<file path="src/rtl/mempipe_ld_resp_if.sv">
// Shared load-pipe types and the LDQ <-> mem-pipe request/broadcast interface.
// The package is kept here so the interface and the responder see one definition.
package mempipe_ld_resp_pkg;
  localparam int VADDR_W = 32;
  localparam int ID_W    = 3;

  typedef logic [VADDR_W-1:0] t_vaddr;

  typedef enum logic [1:0] {
    MEM_LOAD  = 2'd0,
    MEM_STORE = 2'd1,
    MEM_FILL  = 2'd2,
    MEM_SNOOP = 2'd3
  } t_mempipe_arb_type;

  typedef struct packed {
    t_mempipe_arb_type arb_type;
    logic [ID_W-1:0]   id;
    t_vaddr            addr;
  } t_mempipe_arb;

  typedef struct packed {
    logic complete;
    logic recycle;
  } t_mempipe_action;
endpackage

interface mempipe_ld_resp_if #(parameter int NUM_REQ = 8);
  import mempipe_ld_resp_pkg::*;

  logic [NUM_REQ-1:0]               req_mm0;
  t_mempipe_arb [NUM_REQ-1:0]       req_pkt_mm0;
  logic                             ext_block_mm0;
  logic                             flush;
  logic [NUM_REQ-1:0]               gnt_mm0;
  logic                             dc_lkp_valid_mm1;
  t_vaddr                           dc_lkp_addr_mm1;
  logic                             dc_hit_mm3;
  logic                             pipe_valid_mm5;
  t_mempipe_arb                     pipe_req_pkt_mm5;
  t_mempipe_action                  pipe_action_mm5;

  // master = load queue / dcache side, slave = the mem-pipe responder
  modport master (
    output req_mm0, req_pkt_mm0, ext_block_mm0, flush, dc_hit_mm3,
    input  gnt_mm0, dc_lkp_valid_mm1, dc_lkp_addr_mm1,
           pipe_valid_mm5, pipe_req_pkt_mm5, pipe_action_mm5
  );

  modport slave (
    input  req_mm0, req_pkt_mm0, ext_block_mm0, flush, dc_hit_mm3,
    output gnt_mm0, dc_lkp_valid_mm1, dc_lkp_addr_mm1,
           pipe_valid_mm5, pipe_req_pkt_mm5, pipe_action_mm5
  );
endinterface

</file>
<file path="src/rtl/mempipe_ld_resp.sv">
// Mem-pipe responder: round-robin grant of LDQ requests at mm0, dcache lookup at mm1,
// hit captured at mm3, complete/recycle broadcast at mm5, saturating perf counters.
module mempipe_ld_resp
  import mempipe_ld_resp_pkg::*;
#(
  parameter int NUM_REQ = 8,
  parameter int CNT_W   = 16
) (
  input  logic             clk,
  input  logic             reset,
  mempipe_ld_resp_if.slave bus,
  output logic [CNT_W-1:0] perf_complete_cnt,
  output logic [CNT_W-1:0] perf_recycle_cnt
);

  localparam int PTR_W = (NUM_REQ > 1) ? $clog2(NUM_REQ) : 1;

  logic [PTR_W-1:0]   rr_ptr;
  logic [PTR_W-1:0]   gnt_idx;
  logic [NUM_REQ-1:0] gnt;
  logic               gnt_any;

  logic [5:1]         v;
  t_mempipe_arb       pkt [1:5];
  logic               hit_mm4;
  logic               hit_mm5;

  t_mempipe_arb       pkt_out;
  t_mempipe_action    action;

  // Round-robin search starting at rr_ptr; held off during reset, ext block and flush.
  always_comb begin : arb
    logic [PTR_W-1:0] idx;
    // NOTE: every combinational output gets a default first so no path can infer a latch.
    gnt     = '0;
    gnt_idx = '0;
    gnt_any = 1'b0;
    idx     = '0;
    if (!reset && !bus.ext_block_mm0 && !bus.flush) begin
      for (int i = 0; i < NUM_REQ; i++) begin
        idx = PTR_W'((int'(rr_ptr) + i) % NUM_REQ);
        if (!gnt_any && bus.req_mm0[idx]) begin
          gnt_any      = 1'b1;
          gnt[idx]     = 1'b1;
          gnt_idx      = idx;
        end
      end
    end
  end

  assign bus.gnt_mm0 = gnt;

  // NOTE: state uses non-blocking assignments so every stage samples pre-edge values.
  always_ff @(posedge clk or posedge reset) begin
    if (reset) begin
      rr_ptr  <= '0;
      v       <= '0;
      hit_mm4 <= 1'b0;
      hit_mm5 <= 1'b0;
      for (int k = 1; k <= 5; k++) pkt[k] <= '0;
    end else begin
      if (gnt_any) rr_ptr <= PTR_W'((int'(gnt_idx) + 1) % NUM_REQ);
      v[1]   <= gnt_any & ~bus.flush;
      pkt[1] <= bus.req_pkt_mm0[gnt_idx];
      for (int k = 2; k <= 5; k++) begin
        v[k]   <= v[k-1] & ~bus.flush;
        pkt[k] <= pkt[k-1];
      end
      hit_mm4 <= bus.dc_hit_mm3;
      hit_mm5 <= hit_mm4;
    end
  end

  assign bus.dc_lkp_valid_mm1 = v[1];
  assign bus.dc_lkp_addr_mm1  = pkt[1].addr;

  // The mm5 broadcast is already committed, so a same-cycle flush does not suppress it.
  always_comb begin
    pkt_out          = pkt[5];
    pkt_out.arb_type = MEM_LOAD;
    action.complete  = v[5] & hit_mm5;
    action.recycle   = v[5] & ~hit_mm5;
  end

  assign bus.pipe_valid_mm5   = v[5];
  assign bus.pipe_req_pkt_mm5 = pkt_out;
  assign bus.pipe_action_mm5  = action;

  always_ff @(posedge clk or posedge reset) begin
    if (reset) begin
      perf_complete_cnt <= '0;
      perf_recycle_cnt  <= '0;
    end else begin
      if (action.complete && perf_complete_cnt != {CNT_W{1'b1}})
        perf_complete_cnt <= perf_complete_cnt + 1'b1;
      if (action.recycle && perf_recycle_cnt != {CNT_W{1'b1}})
        perf_recycle_cnt <= perf_recycle_cnt + 1'b1;
    end
  end

  a_gnt_onehot0 : assert property (@(posedge clk) disable iff (reset) $onehot0(gnt));
  a_gnt_subset  : assert property (@(posedge clk) disable iff (reset)
                                   (gnt & ~bus.req_mm0) == '0);
  a_gnt_is_load : assert property (@(posedge clk) disable iff (reset)
                                   gnt_any |-> bus.req_pkt_mm0[gnt_idx].arb_type == MEM_LOAD);

endmodule

</file>
<file path="src/flat_wrapper.sv">
// flat-port wrapper written by rule: the top's interface ports become plain ports
module mempipe_ld_resp_flat import mempipe_ld_resp_pkg::*;
#(
  parameter int NUM_REQ = 8,
  parameter int CNT_W   = 16
)
  (clk, reset, perf_complete_cnt, perf_recycle_cnt, bus_req_mm0, bus_req_pkt_mm0, bus_ext_block_mm0, bus_flush, bus_dc_hit_mm3, bus_gnt_mm0, bus_dc_lkp_valid_mm1, bus_dc_lkp_addr_mm1, bus_pipe_valid_mm5, bus_pipe_req_pkt_mm5, bus_pipe_action_mm5);
  mempipe_ld_resp_if #(.NUM_REQ(NUM_REQ)) bus_i ();
  input  logic clk;
  input  logic reset;
  output logic [CNT_W-1:0] perf_complete_cnt;
  output logic [CNT_W-1:0] perf_recycle_cnt;
  input wire logic [$bits(bus_i.req_mm0)-1:0] bus_req_mm0;
  input wire logic [$bits(bus_i.req_pkt_mm0)-1:0] bus_req_pkt_mm0;
  input wire logic [$bits(bus_i.ext_block_mm0)-1:0] bus_ext_block_mm0;
  input wire logic [$bits(bus_i.flush)-1:0] bus_flush;
  input wire logic [$bits(bus_i.dc_hit_mm3)-1:0] bus_dc_hit_mm3;
  output wire logic [$bits(bus_i.gnt_mm0)-1:0] bus_gnt_mm0;
  output wire logic [$bits(bus_i.dc_lkp_valid_mm1)-1:0] bus_dc_lkp_valid_mm1;
  output wire logic [$bits(bus_i.dc_lkp_addr_mm1)-1:0] bus_dc_lkp_addr_mm1;
  output wire logic [$bits(bus_i.pipe_valid_mm5)-1:0] bus_pipe_valid_mm5;
  output wire logic [$bits(bus_i.pipe_req_pkt_mm5)-1:0] bus_pipe_req_pkt_mm5;
  output wire logic [$bits(bus_i.pipe_action_mm5)-1:0] bus_pipe_action_mm5;
  assign bus_i.req_mm0 = bus_req_mm0;
  assign bus_i.req_pkt_mm0 = bus_req_pkt_mm0;
  assign bus_i.ext_block_mm0 = bus_ext_block_mm0;
  assign bus_i.flush = bus_flush;
  assign bus_i.dc_hit_mm3 = bus_dc_hit_mm3;
  assign bus_gnt_mm0 = bus_i.gnt_mm0;
  assign bus_dc_lkp_valid_mm1 = bus_i.dc_lkp_valid_mm1;
  assign bus_dc_lkp_addr_mm1 = bus_i.dc_lkp_addr_mm1;
  assign bus_pipe_valid_mm5 = bus_i.pipe_valid_mm5;
  assign bus_pipe_req_pkt_mm5 = bus_i.pipe_req_pkt_mm5;
  assign bus_pipe_action_mm5 = bus_i.pipe_action_mm5;
  mempipe_ld_resp #(.NUM_REQ(NUM_REQ), .CNT_W(CNT_W)) u_core (.clk(clk), .reset(reset), .bus(bus_i), .perf_complete_cnt(perf_complete_cnt), .perf_recycle_cnt(perf_recycle_cnt));
endmodule
</file>
<file path="config.mk">
export PLATFORM = sky130hd
export DESIGN_NAME = mempipe_ld_resp_flat
export DESIGN_NICKNAME = d
export VERILOG_FILES = /design/src/rtl/mempipe_ld_resp_if.sv /design/src/rtl/mempipe_ld_resp.sv /design/src/flat_wrapper.sv
export SDC_FILE = /design/constraint.sdc
export NUM_CORES = 1
export LEC_CHECK = 0
export ABC_AREA = 1
export CORE_MARGIN = 4
export CORE_UTILIZATION = 38
export CTS_CLUSTER_DIAMETER = 200
export DETAILED_ROUTE_END_ITERATION = 12
export HOLD_SLACK_MARGIN = 0.06
export PLACE_DENSITY = 0.8
export SETUP_SLACK_MARGIN = 0.05
export SLEW_MARGIN = 20
export SYNTH_ARGS = -nofsm -noshare
export SYNTH_HDL_FRONTEND = slang
export SYNTH_SLANG_ARGS = --single-unit
export TNS_END_PERCENT = 30
</file>
<file path="constraint.sdc">
create_clock -name clk -period 10.1 [get_ports clk]
set_input_delay 1.01 -clock clk [delete_from_list [all_inputs] [get_ports clk]]
set_output_delay 1.01 -clock clk [all_outputs]
set_load 0.01 [all_outputs]
</file>
# After elaboration in Yosys (flattened, before gate mapping)
# Cells that the tools add are included.
# word_totals
in_bits	309
output_inout_bits	113
register_bits	217
# op_classes
n_eq_ne	2
magnitude_cmp	17
n_addsub	10
mux	75
bitwise	16
reduce_logical	29
# op_table
op	n
$mux W8	16
$bmux W37 S3	1
$or A8 B8 Y8	7
$lt A3 B4 Y1 const B	9
$mux W35	1
$add A16 B1 Y16 const B	2
$mux W1	32
$ne A16 B16 Y1 const B	2
$mux W3	9
$bmux W1 S3	8
$demux W1 S3	8
$ge A3 B1 Y1 const B	8
$logic_and A1 B1 Y1	19
$add A3 B3 Y3 const B	4
$logic_not A1 Y1	10
$and A1 B1 Y1	7
$add A3 B1 Y3 const B	2
$add A3 B2 Y3 const B	2
$not A1 Y1	2

# Depth between registers and ports, before layout
# logic_depth
depth_word	34
depth_mapped	26

# Worst setup path before layout
# No wires, ideal clock.
# synth_path
path_kind	register -> output
from	reg u_core.rr_ptr[0]
to	out bus_gnt_mm0[4]
slack_ns	6.127
path_buffers	5
path_stages_with_launch	19
t_arrival_ns	2.963
t_required_ns	9.090
path_cell_list	dfrtp_1 buf_4 inv_2 buf_6 clkbuf_1 ha_1 buf_6 inv_2 buf_2 nand3_1 nand3_1 nand2_2 nor3_1 nand2_1 nand3_1 a21oi_1 o21ai_0 a21oi_1 a31oi_1
# synth_via
elab_chain_len	32
word_cells_on_any_way	114
# synth_rtl
item	line	source
start: declaration	mempipe_ld_resp.sv:18	logic [PTR_W-1:0] rr_ptr;
start signal: assignment	mempipe_ld_resp.sv:62	if (gnt_any) rr_ptr <= PTR_W'((int'(gnt_idx) + 1) % NUM_REQ);
branches (longest 30 deep; another with $lt A3 B4 Y1)	--	
$mux W8 *	mempipe_ld_resp.sv:42	if (!gnt_any && bus.req_mm0[idx]) begin
$mux W8 *	mempipe_ld_resp.sv:39	if (!reset && !bus.ext_block_mm0 && !bus.flush) begin
end: declaration	flat_wrapper.sv:18	output wire logic [$bits(bus_i.gnt_mm0)-1:0] bus_gnt_mm0;
# Mark *: on every way between the ends. The select of a mux whose other input is x is not followed.

# Worst setup path after layout
# layout_path
from	reg u_core.rr_ptr[0]
to	reg u_core.pkt (netlist bit u_core.bus.dc_lkp_addr_mm1[27])
# layout_via
elab_chain_len	34
word_cells_on_any_way	62
# layout_rtl
item	line	source
branches (longest 30 deep; another with $add A3 B1 Y3)	--	
$mux W3 *	mempipe_ld_resp.sv:42	
$mux W3 *	mempipe_ld_resp.sv:39	
$bmux W37 S3 *	mempipe_ld_resp.sv:64	pkt[1] <= bus.req_pkt_mm0[gnt_idx];
$mux W35 (not written as such) *	mempipe_ld_resp.sv:64	
end signal: indexed assignment	mempipe_ld_resp.sv:67	pkt[k] <= pkt[k-1];
end: declaration	mempipe_ld_resp.sv:24	t_mempipe_arb pkt [1:5];
# Marked as above.
# A chain may end at the register's enable or synchronous reset.

==> impl_metrics.py <==
metrics = {
    "outcome": {
        "status": "completed",
    },
    "worst_setup_path": {
        "critPathMaxStageDelay_ns": 0.76,
        "worstSetupPathType": "register to register",
        "critPathRequiredTime_ns": 10.48,
        "rr_worst_depth": 18,
        "r2r-end": "u_core.bus.dc_lkp_addr_mm1[27]",
        "crit_end": "u_core.bus.dc_lkp_addr_mm1[27]",
        "start_kind": "register",
        "cp_cell_sequence": "buf_4 -> inv_2 -> ha_1 -> inv_2 -> nand3_1 -> nand2_1 -> nor2_1 -> nor2_4 -> nand4_4 -> nor2_2 -> nor2_1 -> nand3_4 -> nand3_4 -> buf_4 -> nand2_1 -> nand3_1 -> nand3_1 -> nand2_1",
        "startpoint": "u_core.rr_ptr[0]",
        "crit_arrival_ns": 6.04,
        "cpMaxStageDelayCell": "nand3_4",
        "critPathCaptureType": "register",
        "ff2ff_setup_slack_ns": 4.44,
        "r2r-start": "u_core.rr_ptr[0]",
        "critPathMaxFanout": 72,
    },
    "drt": {
        "top_layer": "met5",
        "wirelength_mm": 36.9,
        "met1_length_mm": 14.9,
        "wl_per_cell_um": 18.7,
        "drtAntennaViolNets": 0,
        "initialDrtViolationCount": 874,
        "wl_met3_mm": 2.89,
        "drcViolationCount": 0,
        "viasPerCell": 5.18,
        "vias": 10200,
        "drt_pass1_iterations": 5,
        "wl_met2_mm": 17.7,
    },
    "synthesis": {
        "syn_area_um2": 10900,
        "yosysMostFrequentCell": "nand3_1",
        "ys_async_sr_fraction_pct": 100,
        "synth_area_leader_cell": "dfrtp_1",
        "synth_cells": 1287,
        "yosys-top-cells-area": "dfrtp_1 (50%), nand3_1 (18%), nand2_1 (10%)",
        "synthTopCellsByCount": "nand3_1 (392), nand2_1 (293), dfrtp_1 (217)",
        "ys_seq_elements": 217,
        "synth.yosys.seq_area_share_pct": 50.0,
        "synth_cell_type_count": 38,
        "avgSynthCellArea_um2": 8.43,
        "synth_ff_type": "dfrtp_1",
        "synth_edf_count": 0,
        "ys.warnings.count": 0,
        "synth.top_cell.area_share_pct": 50.0,
    },
    "place": {
        "post-place-ws_ns": 4.51,
        "place_congestion": 0.889,
        "hpwl_mm": 26.8,
        "port_buffers": 403,
        "placed_area_um2": 14500,
    },
    "clock_network": {
        "cts_hold_buf": 0,
        "cts_setup_buffers": 0,
        "clk_latency_ns": 0.49,
        "clock-root-buffer": "clkbuf_16",
        "cts_buffers": 23,
        "clockBufferDepth": 3,
        "cts_resized": 0,
        "cts_num_sinks": 217,
        "clk_pin_slew_worst_paths_ns": 0.06,
        "cts_tree": "done",
        "htree_num_levels": 1,
    },
    "power_and_ir_drop": {
        "ir_worst_vdd_mv": 0.182,
        "p_leak_nw": 6.75,
        "design_power_total_mw": 3.74,
        "power.density_nw_per_um2": 244,
    },
    "global_routing": {
        "grt_usage_pct": 22.3,
        "antenna_found_initial": 3,
        "grt_pass1_wl_mm": 55.0,
        "grt_pass1_vias": 10000,
        "grt_overflow": 0,
        "grt_max_degree": 147,
    },
    "sta": {
        "hold_violations": 0,
        "max_freq_ghz": 0.177,
        "final.setup.tns_ns": 0,
        "timing.final.crit_period_ns": 5.66,
        "fin_hold_ws_ns": 0.338,
        "worst_pin_slew_ns": 1.11,
        "max-slew-margin-rel_pct": 25.7,
        "rsz0062_at_grt": "false",
        "worst_slack_ns": 4.44,
        "post-route-period-util_pct": 56.0,
        "finalSetupViolCount": 0,
        "fin_skew_ns": 0.0166,
        "drv_slew": 0,
    },
    "floorplan": {
        "rows": 61,
        "core-area_um2": 28000,
        "start_util_pct": 38.8,
        "dieWidth_um": 177,
        "die_y_um": 177,
        "io_pins": 422,
        "die_area_um2": 31300,
    },
    "layout": {
        "fin_nets": 1898,
        "area_delta_synth_final_pct": 41.3,
        "drive_above_1_share_pct": 5.33,
        "final_area_um2": 15300,
    },
    "min_path": {
        "hp-class": "register to register",
    },
    "flow_run": {
        "cap_violations": 0,
    },
}
-- through the flow --
stage          utilization, %  std cells
2_1_floorplan               -       1288
3_3_place_gp             51.9       1933
3_5_place_dp             51.9       1933
4_1_cts                  54.7       1974
5_1_grt                  54.7       1975
6_report                 54.8       1976
-- layout make-up --
class,count,area (um^2)
fill,2529,12700
sequential,217,5430
multi-input combinational,868,4300
timing repair buffer,410,4090
clock buffer,33,683
tap,378,473
inverter,60,235
clock inverter,8,121
antenna,2,5.00
-- worst max-delay path, delay by kind of cell, from the launching register on --
family / cells / cell delay [ns]
adders and majority gates: 1 / 0.51
buffers and inverters: 4 / 1.51
and+or+nand+nor: 13 / 3.05
DFF: 1 / 0.35
-- worst min-delay path by stage --
stage	startpoint	endpoint	slack, ns	cells past startpoint
floorplan	u_core.pkt[37]	u_core.bus.pipe_req_pkt_mm5[0]	0.33	0
global placement	u_core.pkt[62]	u_core.bus.pipe_req_pkt_mm5[25]	0.33	0
detailed placement	u_core.pkt[54]	u_core.bus.pipe_req_pkt_mm5[17]	0.33	0
CTS	u_core.pkt[101]	u_core.pkt[64]	0.34	0
global route	u_core.pkt[101]	u_core.pkt[64]	0.35	0
finish	u_core.pkt[101]	u_core.pkt[64]	0.34	0
-- cells by family after synthesis --
family	Yosys count	synth area share (%)
other cells	1	0.0345
buf+inv	203	10.5
xor+xnor	28	2.26
fa+ha+maj	9	1.04
flops	217	50.0
simple gates	780	33.5
compound gates	49	2.64
-- sequential cells by signal, indices dropped and copies added, names as in the netlist --
| register | cells |
|---|---|
| u_core.bus.dc_lkp_addr_mm1 | 32 |
| u_core.v | 5 |
| u_core.perf_complete_cnt | 16 |
| u_core.hit_mm4 | 1 |
| u_core.pkt | 108 |
| u_core.rr_ptr | 3 |
| u_core.bus.pipe_req_pkt_mm5 | 35 |
| u_core.perf_recycle_cnt | 16 |
| u_core.hit_mm5 | 1 |
-- per-layer routing --
layer	up-vias	track usage, %
met3	80	4.19
met2	482	37.1
met1	4852	29.2
met5	-	0
met4	4	8.06
li1	4809	-
-- layout by cell type, fill, tap and decap left out, types with 3 or more instances in the layout --
cell	Yosys	layout
nand3_4	1	3
clkbuf_1	11	3
nand2_1	293	292
o21ai_0	12	12
dfrtp_1	217	217
xor2_1	15	15
nor2_4	4	4
nand2_2	7	8
clkbuf_8	0	7
inv_2	12	11
a221oi_1	3	3
o2111ai_1	4	4
xnor2_1	13	13
buf_4	82	7
nand3_1	392	392
a21oi_1	23	23
clkinv_2	0	3
clkdlybuf4s50_1	0	403
nand3_2	6	4
bufinv_16	0	3
nor3_1	26	26
ha_1	9	9
clkbuf_16	0	23
nor2_1	32	32
nand4_1	9	9
inv_1	48	47
-- power by group --
group	internal [mW]	switching [mW]	total, mW	leakage (nW)
Sequential	1.18	0.123	1.31	2.62
Clock	0.546	0.323	0.868	0.396
Combinational	0.572	0.997	1.57	3.73
(Power assumes the default switching activity.)
==> edit 1, RTL diff (same settings) <==
Reset style: synchronous (`reset`), changed in 2 clocked blocks.
--- a/src/rtl/mempipe_ld_resp.sv
+++ b/src/rtl/mempipe_ld_resp.sv
@@ -51,7 +51,7 @@
   assign bus.gnt_mm0 = gnt;
 
   // NOTE: state uses non-blocking assignments so every stage samples pre-edge values.
-  always_ff @(posedge clk or posedge reset) begin
+  always_ff @(posedge clk) begin
     if (reset) begin
       rr_ptr  <= '0;
       v       <= '0;
@@ -86,7 +86,7 @@
   assign bus.pipe_req_pkt_mm5 = pkt_out;
   assign bus.pipe_action_mm5  = action;
 
-  always_ff @(posedge clk or posedge reset) begin
+  always_ff @(posedge clk) begin
     if (reset) begin
       perf_complete_cnt <= '0;
       perf_recycle_cnt  <= '0;
Behaviour: differs if reset is asserted again (counterexample within 4 cycles, from zero or initial values and one cycle with reset high); with reset held inactive, the same outputs for 4 cycles.
==> edit 1 against the original RTL <==
Routed wire length is 11% higher. Sequential share of layout area down 9.2 points. Cell area grew 8.1%. First-iteration DRC count decreased by 1.3%. Worst setup slack worse by 0.55 ns. Sequential cell count unchanged. Via count increased by 20%. Synthesized area increased by 12%. Final cell count is 34% higher. Fmax is 8.9% lower. Clock skew down 0.0035 ns. Critical path type is now flip-flop to output pin. Highest routed layer unchanged.
Power is not compared: it rests on default switching activity, and its combinational part moved more than twofold at a synthesized area within 25%.
==> edit 1: results (changes against the original RTL) <==
- Final std cells w/o fill: 2645 (+34%)
- Synthesized instance count: 1952 (+52%)
- Synth top area cells: dfxtp_1, inv_1, nand2_1
- Clock-pin slew on the worst setup and hold paths: 0.06 ns (about the same)
- Hold Crit Class: flip-flop to flip-flop
- Initial DRC Count: 863 (-1.3%)
- Resize count post-CTS: 0 (unchanged)
- Post-synthesis cell type count: 39 (+2.6%)
- Clk_lat worst skew: 0.49 ns (about the same)
- Maximum clock rate: 161.0 MHz (-8.9%)
- GR Util All Layers: 0.2185 (-0.004579)
- FILL cells: 3002 (+19%)
- Placer Congestion: 0.9551 (+7.4%)
- H-tree depth: 1 (unchanged)
- Number of global-route vias before repair: 11.44k (+14%)
- Outcome: complete, no violations
- Share of cells above drive strength 1: 0.03524 (-0.01802)
- Top Metal Used: met5
- Met1 Wirelength: 18140 um (+21%)
- Critical path arrival: 5.20 ns (-0.84 ns)
- Hpwl dp: 30880 um (+15%)
- Vias: 12.23k (+20%)
- Metal3 WL: 2633 um (-8.9%)
- Cts bufs inserted: 22 (-4.3%)
- Worst slew pin tran: 1.080 ns (-0.03422 ns)
- Top cells by instance count after synthesis: inv_1, nand2_1, nor2_1
- Fraction of registers with async set/reset: 0 (-1.000)
- Root Driver: clkbuf_16
- R2R Setup Slk: 4.02 ns (-0.42 ns)
- CTS Buffer Depth: 3 (unchanged)
- Ys Warns: 0 (unchanged)
- Top FF cell, synth: dfxtp_1
- Largest net degree at the start of global routing: 177 (+20%)
- Cell leakage power: 0.007813 uW
- Seq/Total Area, Yosys: 0.3576 (-0.1426)
- Routed len/inst: 15.44 um (-17%)
- CP max FO: 24 (-67%)
- Skew final: 0.01314 ns (-0.003477 ns)
- Drt pass-1 iters: 5 (unchanged)
- Initial antenna violation count: 2 (-1)
- VDD IR max: 117.2 uV
- Post-layout net count: 2545 (+34%)
- First-pass GRT wire length: 61900 um (+13%)
- Placed Instances: 2604 (+35%)
- Setup Fix Bufs, Post-CTS: 0 (unchanged)
- Met2 WL: 19080 um (+8.1%)
- Pre-CTS setup slack: 4.130 ns (-0.3838 ns)
- I/O Buffers: 403 (unchanged)
- Top Registers: u_core.pkt (175), u_core.perf_complete_cnt (16), u_core.perf_recycle_cnt (16)
-- edit 1: cell type report --
type / count / area [sq um] / area share
diodes: 1 / 2.502 / 0.0001509
inverters: 418 / 1569 / 0.09463
clock buffers: 28 / 604.3 / 0.03645
well taps: 402 / 503.0 / 0.03034
clock inverters: 11 / 171.4 / 0.01034
flip-flops and latches: 217 / 4344 / 0.2620
multi-input cells: 1156 / 5266 / 0.3176
repair buffers: 412 / 4119 / 0.2484
-- edit 1: per-layer routing --
metal,global-route usage,up-vias
li1,-,6335
met1,0.2966,5373
met2,0.3663,458
met3,0.02787,61
met4,0.06342,2
met5,0,-
-- edit 1: cell families (layout without fill, tap and decap cells) --
| family | after synthesis | count (layout) | synth area share |
|---|---|---|---|
| AO/OA/AOI/OAI | 96 | 96 | 0.04594 |
| XOR/XNOR | 2 | 2 | 0.001442 |
| adder cells (fa/ha/maj) | 9 | 9 | 0.009270 |
| buffers and inverters | 580 | 869 | 0.2109 |
| flip-flops | 217 | 217 | 0.3576 |
| other | 1 | 3 | 0.0003087 |
| AND/OR/NAND/NOR | 1047 | 1047 | 0.3745 |
-- edit 1: where the power goes --
group	internal [uW]	switching, uW	total [uW]	leakage (uW)
sequential	891	21.9	913	0.00177
clock	530	334	864	0.000379
combinational	212	255	467	0.00566
-- edit 1: worst paths after layout --
kind	cells past startpoint	start	end
min reg2reg	2	u_core.pkt[0][154]$_SDFF_PP0_	u_core.pkt[0][191]$_SDFF_PP0_
max reg2reg	21	u_core.rr_ptr[0]$_SDFFE_PP0P_	u_core.pkt[0][47]$_SDFF_PP0_
min	2	u_core.pkt[0][154]$_SDFF_PP0_	u_core.pkt[0][191]$_SDFF_PP0_
max	15	u_core.rr_ptr[0]$_SDFFE_PP0P_	bus_gnt_mm0[4]
-- edit 1: critical path, stage by stage, from the launching register on --
cell and delay [ns]:
dfxtp_1 0.88, inv_2 0.41, ha_1 0.85, inv_2 0.26
nand3_1 0.17, nand2_1 0.10, nand2_1 0.07, nand2_1 0.07
nor2_1 0.56, nand2_1 0.13, o221ai_1 0.11, a21oi_1 0.07
o21ai_0 0.09, a21oi_1 0.09, a31oi_1 0.23, clkdlybuf4s50_1 0.61
-- edit 1: through the flow --
step,hold slack [ns],area [sq um]
5_1_grt,0.4098,16580
3_5_place_dp,0.3916,15770
4_1_cts,0.3951,16550
3_3_place_gp,0.3896,15770
2_1_floorplan,0.3883,12150
6_report,0.3948,16580
==> edit 2, RTL diff (same settings) <==
Without the edit above. `CNT_W` is set to 16 in 2 places; all go to 24.
--- a/src/rtl/mempipe_ld_resp.sv
+++ b/src/rtl/mempipe_ld_resp.sv
@@ -4,7 +4,7 @@
   import mempipe_ld_resp_pkg::*;
 #(
   parameter int NUM_REQ = 8,
-  parameter int CNT_W   = 16
+  parameter int CNT_W   = 24
 ) (
   input  logic             clk,
   input  logic             reset,
--- a/src/flat_wrapper.sv
+++ b/src/flat_wrapper.sv
@@ -2,7 +2,7 @@
 module mempipe_ld_resp_flat import mempipe_ld_resp_pkg::*;
 #(
   parameter int NUM_REQ = 8,
-  parameter int CNT_W   = 16
+  parameter int CNT_W   = 24
 )
   (clk, reset, perf_complete_cnt, perf_recycle_cnt, bus_req_mm0, bus_req_pkt_mm0, bus_ext_block_mm0, bus_flush, bus_dc_hit_mm3, bus_gnt_mm0, bus_dc_lkp_valid_mm1, bus_dc_lkp_addr_mm1, bus_pipe_valid_mm5, bus_pipe_req_pkt_mm5, bus_pipe_action_mm5);
   mempipe_ld_resp_if #(.NUM_REQ(NUM_REQ)) bus_i ();
Ports: changed (resized perf_complete_cnt and perf_recycle_cnt); port bits go from 422 to 438. No check against the original RTL was run, so the function may have changed too.
==> edit 2 against the original RTL <==
Via count rose by 7.1%. First-iteration DRC count shrank 7.0%. Worst setup slack better by 0.082 ns. Cell area increased by 5.8%. Clock power hardly changed. Die area is 6.5% higher. Synthesized area grew 6.8%. Sequential cell count grew 16. Clock skew shrank 0.0078 ns. Combinational power is 3% lower. Total power increased by 0.40%. Non-clock buffer count rose by 19. Routed wire length up 3.3%. Critical path type unchanged. Critical endpoint unchanged. Highest routed layer is now met4.
==> edit 2: results (changes against the original RTL) <==
- Skew final: 0.008847 ns (-0.007770 ns)
- DR vias/cell: 5.237 (+1.2%)
- Signal inverters: 63 (+5.0%)
- Placer Congestion: 0.9382 (+5.5%)
- Crit-path max cell delay: 0.59 ns (-0.17 ns)
- Clkbuf count: 35 (+6.1%)
- Maximum clock rate: 179.3 MHz (+1.5%)
- Final Instance Area: 16230 sq um (+5.8%)
- Critical path arrival: 5.96 ns (-0.08 ns)
- Seq cells post-synth: 233 (+7.4%)
- Cts bufs inserted: 25 (+8.7%)
- Outcome: complete, no violations
- Cell leakage power: 0.007145 uW (+5.9%)
- Number of global-route vias before repair: 10.56k (+5.1%)
- R2R Setup Slk: 4.52 ns (+0.08 ns)
- FILL cells: 2665 (+5.4%)
- Synth Area in Compound Gates: 0.02558 (-0.0008145)
- ANT cells: 3 (+1)
- VDD IR max: 160.5 uV (-12%)
- Non-CTS buffers: 429 (+4.6%)
- Clock Network Area Fraction: 0.04904 (-0.003415)
- Hpwl dp: 28020 um (+4.7%)
- I/O Buffers: 419 (+4.0%)
- Final std cells w/o fill: 2092 (+5.9%)
- Seq/total area: 0.3593 (+0.005264)
- Synth top area cells: dfrtp_1, nand3_1, nand2_1
- First-pass GRT wire length: 57990 um (+5.5%)
- Detailed Route WL: 38130 um (+3.3%)
edit 2: cell count changes in the layout (fill, tap and decap cells not counted), sizes merged, moves of 5 or more:
cell	delta
o21ai	+5
nor4	+6
xor2	+10
nor3	+6
clkdlybuf4s50	+16
nor2	+13
dfrtp	+16
a21oi	-5
nand2	+27
nand3	-8
edit 2: layer usage:
layer | wire length, um | share of wire | track usage | vias to the layer above
met2 | 18330 | 0.48 | 0.3596 | 581
met1 | 15180 | 0.40 | 0.2909 | 5163
met4 | 1348 | 0.035 | 0.07956 | 0
met3 | 3271 | 0.086 | 0.03548 | 89
li1 | - | - | - | 5122
met5 | 0 | 0 | 0 | -
edit 2: worst min-delay path by stage:
stage          cells after the start                                   endpoint                startpoint
2_1_floorplan                      0   u_core.bus.pipe_req_pkt_mm5[0]$_DFF_PP0_  u_core.pkt[37]$_DFF_PP0_
3_5_place_dp                       0  u_core.bus.pipe_req_pkt_mm5[10]$_DFF_PP0_  u_core.pkt[47]$_DFF_PP0_
4_1_cts                            0  u_core.bus.pipe_req_pkt_mm5[34]$_DFF_PP0_  u_core.pkt[71]$_DFF_PP0_
6_report                           0   u_core.bus.pipe_req_pkt_mm5[3]$_DFF_PP0_  u_core.pkt[40]$_DFF_PP0_
3_3_place_gp                       0   u_core.bus.pipe_req_pkt_mm5[0]$_DFF_PP0_  u_core.pkt[37]$_DFF_PP0_
5_1_grt                            0                   u_core.pkt[57]$_DFF_PP0_  u_core.pkt[94]$_DFF_PP0_
edit 2: where the power goes:
group          switching [uW]  leakage [uW]  internal [uW]  total (uW)
combinational             974       0.00392            558        1530
sequential                125       0.00284           1240        1360
clock                     339      0.000384            526         865
total                    1440       0.00715           2320        3760
